## config.mk

```make
export PLATFORM = sky130hd
export DESIGN_NAME = fp_mult_arbiter
export DESIGN_NICKNAME = d
export VERILOG_FILES = /design/src/rtl/fp_arb_pkg.sv /design/src/rtl/rr_arbiter.sv /design/src/rtl/fp_mult_arbiter.sv
export SDC_FILE = /design/constraint.sdc
export NUM_CORES = 1
export LEC_CHECK = 0
export BUFFER_PORTS_ARGS = -buffer_cell sky130_fd_sc_hd__buf_2
export CAP_MARGIN = 15
export CORE_AREA = 2 2 170 172
export DETAILED_ROUTE_END_ITERATION = 10
export DIE_AREA = 0 0 172 174
export PLACE_DENSITY_LB_ADDON = 0.2
export SETUP_SLACK_MARGIN = 0.05
export SLEW_MARGIN = 10
export SYNTH_ARGS = -nofsm -noshare
export SYNTH_HDL_FRONTEND = slang
export SYNTH_SLANG_ARGS = --single-unit
```

## constraint.sdc

```tcl
create_clock -name clk -period 4.47 [get_ports clk]
set_input_delay 0.6705 -clock clk [delete_from_list [all_inputs] [get_ports clk]]
set_output_delay 0.6705 -clock clk [all_outputs]
set_load 0.01 [all_outputs]
```

## src/rtl/fp_arb_pkg.sv

```systemverilog
// Shared constants and the response tag type for the FP multiplier arbiter.
package fp_arb_pkg;

  localparam int N_REQ     = 4;
  localparam int SIG_WIDTH = 23;
  localparam int EXP_WIDTH = 8;
  localparam int FP_W      = SIG_WIDTH + EXP_WIDTH + 1;
  localparam int FU_LAT    = 0;
  localparam int IDX_W     = (N_REQ > 1) ? $clog2(N_REQ) : 1;

  // One tag per FP-unit pipeline stage: which requester owns the result.
  typedef struct packed {
    logic             valid;
    logic [IDX_W-1:0] idx;
  } tag_t;

endpackage

```

## src/rtl/rr_arbiter.sv

```systemverilog
// Round-robin arbiter: first asserted request at or above the pointer, wrapping.
module rr_arbiter #(
  parameter int N_REQ = 4,
  parameter int IDX_W = 2
) (
  input  logic [N_REQ-1:0] i_req,
  input  logic [IDX_W-1:0] i_ptr,
  output logic [N_REQ-1:0] o_grant
);

  logic             w_found;
  logic [IDX_W-1:0] w_pos;

  always_comb begin
    o_grant = '0;
    w_found = 1'b0;
    w_pos   = '0;
    for (int k = 0; k < N_REQ; k++) begin
      w_pos = IDX_W'((int'(i_ptr) + k) % N_REQ);
      if (!w_found && i_req[w_pos]) begin
        o_grant[w_pos] = 1'b1;
        w_found        = 1'b1;
      end
    end
  end

endmodule

```

## src/rtl/fp_mult_arbiter.sv

```systemverilog
// Shares one external FP multiplier among N_REQ requesters; a tag pipeline
// tracks result ownership so responses return in accept order.
module fp_mult_arbiter #(
  parameter int N_REQ       = fp_arb_pkg::N_REQ,
  parameter int SIG_WIDTH   = fp_arb_pkg::SIG_WIDTH,
  parameter int EXP_WIDTH   = fp_arb_pkg::EXP_WIDTH,
  parameter int FU_LAT      = fp_arb_pkg::FU_LAT,
  localparam int FP_W       = SIG_WIDTH + EXP_WIDTH + 1
) (
  input  logic                  clk,
  input  logic                  rst_n,
  input  logic [N_REQ-1:0]      req_valid,
  output logic [N_REQ-1:0]      req_ready,
  input  logic [N_REQ*FP_W-1:0] req_a,
  input  logic [N_REQ*FP_W-1:0] req_b,
  input  logic [N_REQ*3-1:0]    req_rnd,
  output logic                  fu_valid,
  output logic [FP_W-1:0]       fu_a,
  output logic [FP_W-1:0]       fu_b,
  output logic [2:0]            fu_rnd,
  input  logic [FP_W-1:0]       fu_z,
  input  logic [7:0]            fu_status,
  output logic [N_REQ-1:0]      rsp_valid,
  output logic [FP_W-1:0]       rsp_z,
  output logic [7:0]            rsp_status,
  output logic [2:0]            inflight
);

  import fp_arb_pkg::*;

  logic [IDX_W-1:0] r_ptr;
  tag_t             r_tag [0:FU_LAT];
  logic [FP_W-1:0]  r_fu_a;
  logic [FP_W-1:0]  r_fu_b;
  logic [2:0]       r_fu_rnd;
  logic [N_REQ-1:0] r_rsp_valid;
  logic [FP_W-1:0]  r_rsp_z;
  logic [7:0]       r_rsp_status;
  logic [2:0]       r_inflight;

  logic [N_REQ-1:0] w_grant;
  logic             w_accept;
  logic [IDX_W-1:0] w_idx;
  logic [IDX_W-1:0] w_next_ptr;
  logic [FP_W-1:0]  w_sel_a;
  logic [FP_W-1:0]  w_sel_b;
  logic [2:0]       w_sel_rnd;
  logic [N_REQ-1:0] w_rsp_onehot;

  rr_arbiter #(
    .N_REQ (N_REQ),
    .IDX_W (IDX_W)
  ) u_rr_arbiter (
    .i_req   (req_valid),
    .i_ptr   (r_ptr),
    .o_grant (w_grant)
  );

  assign req_ready = rst_n ? w_grant : '0;
  assign w_accept  = |req_ready;

  always_comb begin
    w_idx     = '0;
    w_sel_a   = '0;
    w_sel_b   = '0;
    w_sel_rnd = '0;
    for (int i = 0; i < N_REQ; i++) begin
      if (w_grant[i]) begin
        w_idx     = IDX_W'(i);
        w_sel_a   = req_a[i*FP_W +: FP_W];
        w_sel_b   = req_b[i*FP_W +: FP_W];
        w_sel_rnd = req_rnd[i*3 +: 3];
      end
    end
    w_next_ptr = (int'(w_idx) == N_REQ - 1) ? '0 : w_idx + IDX_W'(1);
  end

  // The last tag stage lines up with fu_z; its owner gets the strobe.
  always_comb begin
    w_rsp_onehot                    = '0;
    w_rsp_onehot[r_tag[FU_LAT].idx] = r_tag[FU_LAT].valid;
  end

  always_ff @(posedge clk) begin
    if (!rst_n) begin
      r_ptr        <= '0;
      for (int k = 0; k <= FU_LAT; k++) r_tag[k] <= '0;
      r_fu_a       <= '0;
      r_fu_b       <= '0;
      r_fu_rnd     <= '0;
      r_rsp_valid  <= '0;
      r_rsp_z      <= '0;
      r_rsp_status <= '0;
      r_inflight   <= '0;
    end else begin
      r_tag[0] <= '{valid: w_accept, idx: w_idx};
      for (int k = 1; k <= FU_LAT; k++) r_tag[k] <= r_tag[k-1];
      if (w_accept) begin
        r_ptr    <= w_next_ptr;
        r_fu_a   <= w_sel_a;
        r_fu_b   <= w_sel_b;
        r_fu_rnd <= w_sel_rnd;
      end
      r_rsp_valid <= w_rsp_onehot;
      if (r_tag[FU_LAT].valid) begin
        r_rsp_z      <= fu_z;
        r_rsp_status <= fu_status;
      end
      // An operation stays counted until the cycle its rsp_valid is visible.
      unique case ({w_accept, |r_rsp_valid})
        2'b10:   r_inflight <= r_inflight + 3'd1;
        2'b01:   r_inflight <= r_inflight - 3'd1;
        default: r_inflight <= r_inflight;
      endcase
    end
  end

  assign fu_valid   = r_tag[0].valid;
  assign fu_a       = r_fu_a;
  assign fu_b       = r_fu_b;
  assign fu_rnd     = r_fu_rnd;
  assign rsp_valid  = r_rsp_valid;
  assign rsp_z      = r_rsp_z;
  assign rsp_status = r_rsp_status;
  assign inflight   = r_inflight;

endmodule

```

==> results of run 1 <==
## layout make-up
class	instances	area (um2)
fill	3124	18800
antenna	4	10.0
multi-input combinational	484	3450
clock inverter	11	78.8
tap	384	480
sequential	119	2380
inverter	78	293
timing repair buffer	445	2300
clock buffer	19	443
## cell usage in the layout (no fill, tap or decap), types with 10 or more instances in the layout
cell,synthesis,final
o21ai_1,78,78
nand3_1,67,67
inv_1,78,78
o21ai_0,64,64
clkbuf_16,0,17
nor2b_1,44,44
buf_2,14,431
o211ai_1,67,67
dfxtp_1,119,118
a221oi_1,57,57
buf_4,5,10
a221oi_2,13,11
mux2i_1,41,41
## worst max path at each step
stage / slack [ps] / end / depth (start not counted) / start
global route: 50 / inflight[2] / 15 / r_ptr[0]
CTS: 270 / req_ready[3] / 9 / r_ptr[0]
finish: 310 / inflight[2] / 15 / r_ptr[0]
floorplan: 450 / inflight[2] / 16 / r_ptr[0]
global placement: 480 / inflight[2] / 15 / r_ptr[0]
detailed placement: 380 / inflight[2] / 15 / r_ptr[0]
## kinds of logic after synthesis
kind of cell             share of synthesized area (%)
AND/OR/NAND/NOR                                   12.6
multiplexers                                      7.07
AO/OA/AOI/OAI                                     31.4
buffers and inverters                             9.95
flip-flops                                        37.0
adder cells (fa/ha/maj)                           1.67
XOR/XNOR                                         0.272
## power by group
group          leakage (nW)  switching (mW)  internal (mW)  total (mW)
registers             0.978           0.163           1.35        1.52
clock network         0.244           0.543          0.718        1.26
logic                  3.22            2.55           1.54        4.09
## through the flow
| step | setup WS, ps | instances |
|---|---|---|
| finish | 307 | 1544 |
| detailed placement | 378 | 1510 |
| floorplan | 446 | 758 |
| global route | 53.4 | 1543 |
| global placement | 479 | 1510 |
| CTS | 271 | 1540 |
## metal layers
metal	GRT usage [%]	routed length (um)	vias to the layer above
met4	6.30	611	0
met1	20.4	11400	3320
met5	0	0	-
met3	4.80	2270	33
li1	-	-	3572
met2	28.9	12500	307
## critical path, delay by kind of cell, from the launching register on
| kind | cells | cell delay, ps |
|---|---|---|
| xor gates and xnor gates | 1 | 170 |
| and+or+nand+nor | 4 | 830 |
| muxes | 1 | 580 |
| buffers and inverters | 3 | 350 |
| AOI/OAI and AO/OA | 3 | 660 |
| DFF | 1 | 530 |
| adders and majority gates | 3 | 990 |
## registers in the layout (all words and copies together) (netlist names)
signal      count
fu_a           32
fu_b           32
fu_rnd          3
inflight        3
r_ptr           2
r_tag           3
rsp_status      8
rsp_valid       4
rsp_z          32
==> reports/results.ini, run 1 <==
[timing]
finalHoldViolCount=0
fmax_ghz=0.240
fin_tns_setup_ps=0
worstMarginPinSlew_ps=976
rsz0062_at_grt=no
setup_viol=0
final_max_slew_viol_count=0
skew_ps=11.1
period_needed_ps=4160
fin_crit_sh_pct=93.1
hold_ws_ps=453
slew_headroom_pct=34.9

[worst_setup_path]
timing.rr.end=inflight[2]
rr_worst_depth=15
path_class=register to register
crit_fanout=10
max_stage_delay_ps=580
end_kind=register
crit_path_top_delay_cell=mux4_2
r2r-start=r_ptr[0]
cp-start-kind=register
required_ps=4800
crit_top_cell=inv_1
r2r_setup_slack_ps=310
path_cells=inv_1 -> ha_1 -> mux4_2 -> nand2b_2 -> o21ai_1 -> a221oi_2 -> nand4_1 -> and2_1 -> inv_1 -> ha_1 -> inv_1 -> fa_1 -> xor2_1 -> or3_1 -> a21boi_0
cp.arrival_ps=4490

[synthesis]
synth_edf_count=0
avgSynthCellArea_um2=8.50
synthTopCellsByArea=dfxtp_1 (37%), o211ai_1 (7.8%), a221oi_1 (7.8%)
synthFlopType=dfxtp_1
syn_area_mm2=0.00644
synth_cell_type_count=42
syn-num-nets=1080
ys_seq_area_share_pct=37.0
synth-seq-cells=119
synth_area_leader_cell=dfxtp_1
synth_top_area_share_pct=37.0
netlist_instances=758
yosys-top-cells-count=dfxtp_1 (119), inv_1 (78), o21ai_1 (78)
async_flop_share_pct=0
yosysWarningCount=0
yosysMostFrequentCell=dfxtp_1

[min_path]
hold_class=register to register
min_to=fu_rnd[2]
min_from=fu_rnd[2]
worstHoldPathCells=2

[grt]
antenna_found_initial=3
grt_overflow=0
grt_pass1_vias=6930
grt_first_pass_wirelength_um=39400
grt.total_usage_pct=17.1
grt_max_degree=139

[status]
status=completed

[placement]
hpwl_um=19300
portBuffers=432
place.gp.congestion=0.810
placed_cell_area_mm2=0.00891

[power_and_ir_drop]
vdd_drop_max_mv=0.496
p_total_mw=6.87
p_leak_nw=4.44
power_density_mw_per_mm2=727

[clock_network]
cts_sinks=119
clk_path_buf_depth=2
cts.clk_slew.worst_paths_ps=60
clk_latency_ps=410
cts_htree_levels=4
cts_setup_buffers=0
cts_root_buf=clkbuf_16
cts_tree=built
hold_buffers=0
cts_buffers=17
cts_resized=0

[finish]
synthToLayoutAreaGrowth_pct=46.7
final_area_mm2=0.00945
drive_gt1_share_pct=43.1
layout.nets=1467
utilization_pct=33.5

[floorplan]
die_h_um=174
start_util_pct=22.8
die_width_um=172
num_io_pins=433
core-area_mm2=0.0282
rows=62
dieArea_mm2=0.0299

[run]
max_cap_viol_count=0

[detailed_routing]
ant_nets=0
drt_first_iter_violations=392
drtPass1Iterations=5
drcViolationCount=0
drt_wl_total_um=26800
vias_per_cell=4.68
via_count=7232
wire_per_inst_um=17.3

Note: power is estimated with default switching activity, not from simulation.
==> run 2, diff against run 1 <==
Settings changed: CORE_AREA 2 2 170 172 to 2 2 166 168, CTS_BUF_LIST from default to sky130_fd_sc_hd__clkbuf_4 sky130_fd_sc_hd__clkbuf_8, DIE_AREA 0 0 172 174 to 0 0 168 170.
==> reports/results.ini, run 2 (same netlist as run 1, synthesis figures left out) <==
[power_and_ir_drop]
vdd_drop_max_mv=0.445  ; -10%
power_density_mw_per_mm2=716  ; -1.6%
p_leak_nw=4.39  ; -1.1%

[placement]
place_worst_setup_slack_ps=322  ; -56.0 ps
place.gp.congestion=0.824  ; +1.6%
portBuffers=432  ; unchanged
hpwl_um=20100  ; +4.2%

[timing]
fin_tns_setup_ps=0  ; unchanged
skew_ps=15.9  ; +4.79 ps
fmax_ghz=0.241  ; +0.32%
setup_viol=0  ; unchanged
final_max_slew_viol_count=0  ; unchanged
worstMarginPinSlew_ps=914  ; -62.0 ps
fin_crit_sh_pct=92.8  ; -0.29 points
slew_headroom_pct=39.1  ; +4.1 points
fin_ws_ps=320  ; +13.2 ps
period_needed_ps=4150  ; -13.2 ps
rsz0062_at_grt=yes
finalHoldViolCount=0  ; unchanged

[worst_setup_path]
startpoint=r_ptr[0]
crit_fanout=69  ; +59
cp.arrival_ps=3480  ; -1010 ps
end_kind=primary output
path_class=register to primary output
required_ps=3800  ; -1000 ps
r2r-start=r_ptr[0]
cp-start-kind=register

[grt]
grt_first_pass_wirelength_um=41100  ; +4.4%
grt_pass1_vias=6951  ; +0.30%
grt.total_usage_pct=18.7  ; +1.7 points
grt_overflow=0  ; unchanged
antenna_found_initial=11  ; +8
grt_max_degree=139  ; unchanged

[finish]
layout_common_cells=buf_2 (431), dfxtp_1 (118), inv_1 (78), o21ai_1 (78)
final_common_cell=buf_2
layout.nets=1466  ; -0.068%
synthToLayoutAreaGrowth_pct=43.9
drive_gt1_share_pct=43.1  ; about the same

[run]
max_cap_viol_count=0  ; unchanged

[clock_network]
cts_sinks=119  ; unchanged
clk_path_buf_depth=2  ; unchanged
cts_buffers=17  ; unchanged
cts_htree_levels=4  ; unchanged
cts_root_buf=clkbuf_8
cts_tree=built
cts.clk_slew.worst_paths_ps=70  ; about the same
clk_latency_ps=440  ; +30 ps

[floorplan]
die_width_um=168  ; -2.3%
core-area_mm2=0.0267  ; -5.6%
start_util_pct=24.2  ; +1.4 points
die_h_um=170  ; -2.3%
dieArea_mm2=0.0286  ; -4.6%
num_io_pins=433  ; unchanged
rows=60  ; -3.2%

[detailed_routing]
ant_nets=0  ; unchanged
drt_first_iter_violations=448  ; +14%
drcViolationCount=0  ; unchanged
drt_wl_total_um=28400  ; +6.0%
wire_per_inst_um=18.9  ; +8.9%
vias_per_cell=4.82  ; +2.9%
via_count=7247  ; +0.21%
drtPass1Iterations=4  ; -1

[min_path]
hold_class=register to register
min_from=fu_a[28]

[status]
status=completed

[run 2: cell types whose count changed in the layout (fill, tap and decap cells not counted), sizes merged]
cell      delta
buf          -2
clkinv       +2
inv          -1
bufinv       +3
clkinvlp     -3
diode        +4
[run 2: path summary, 6_finish.rpt]
| check | cells past startpoint | end | slack [ps] |
|---|---|---|---|
| setup / recovery | 9 | req_ready[3] | 320 |
| hold / removal | 2 | fu_a[28] | 460 |
| setup reg to reg | 15 | inflight[2] | 360 |
| hold reg to reg | 2 | fu_a[28] | 460 |
[run 2: per-layer routing]
metal	track usage (%)	share of wire [%]
met1	21.3	40
met2	32.3	49
met3	6.33	8.0
met4	7.56	2.8
met5	0	0.095
[run 2: worst max-delay path, stage by stage (launching register included)]
cell       delay, ps
dfxtp_1          540
inv_1            220
ha_1             420
mux4_2           580
nand2b_2         130
o21ai_0          130
a221oi_4         410
clkbuf_16        360
nor2b_1          100
buf_2            160
[run 2: area by class of cell]
class,count,area [um2]
Fill cell,2892,17400
Multi-Input combinational cell,484,3450
Sequential cell,119,2380
Timing Repair Buffer,444,2290
Tap cell,341,427
Inverter,78,293
Clock buffer,18,241
Clock inverter,12,155
Antenna cell,8,20.0
[run 2: stage by stage]
stage,std cells,power [mW],area (um2),hold slack (ps),utilization (%)
detailed placement,1465,5.62,8830,450,33.1
global placement,1465,5.59,8830,446,33.1
CTS,1495,6.70,9230,446,34.6
global route,1502,7.19,9260,466,34.8
finish,1504,6.63,9270,458,34.8
floorplan,758,4.36,6440,427,-
[run 2: power by group]
group	total [mW]	switching (mW)	internal (mW)
Combinational	4.07	2.54	1.53
Sequential	1.52	0.169	1.35
Clock	1.04	0.490	0.553
[run 2: what timing repair did]
| action | in CTS | in global routing |
|---|---|---|
| setup buffers | 0 | 0 |
| resized for setup | 0 | 1 |
| hold buffers | 0 | 0 |
| endpoints found under the setup margin | 0 | 21 |
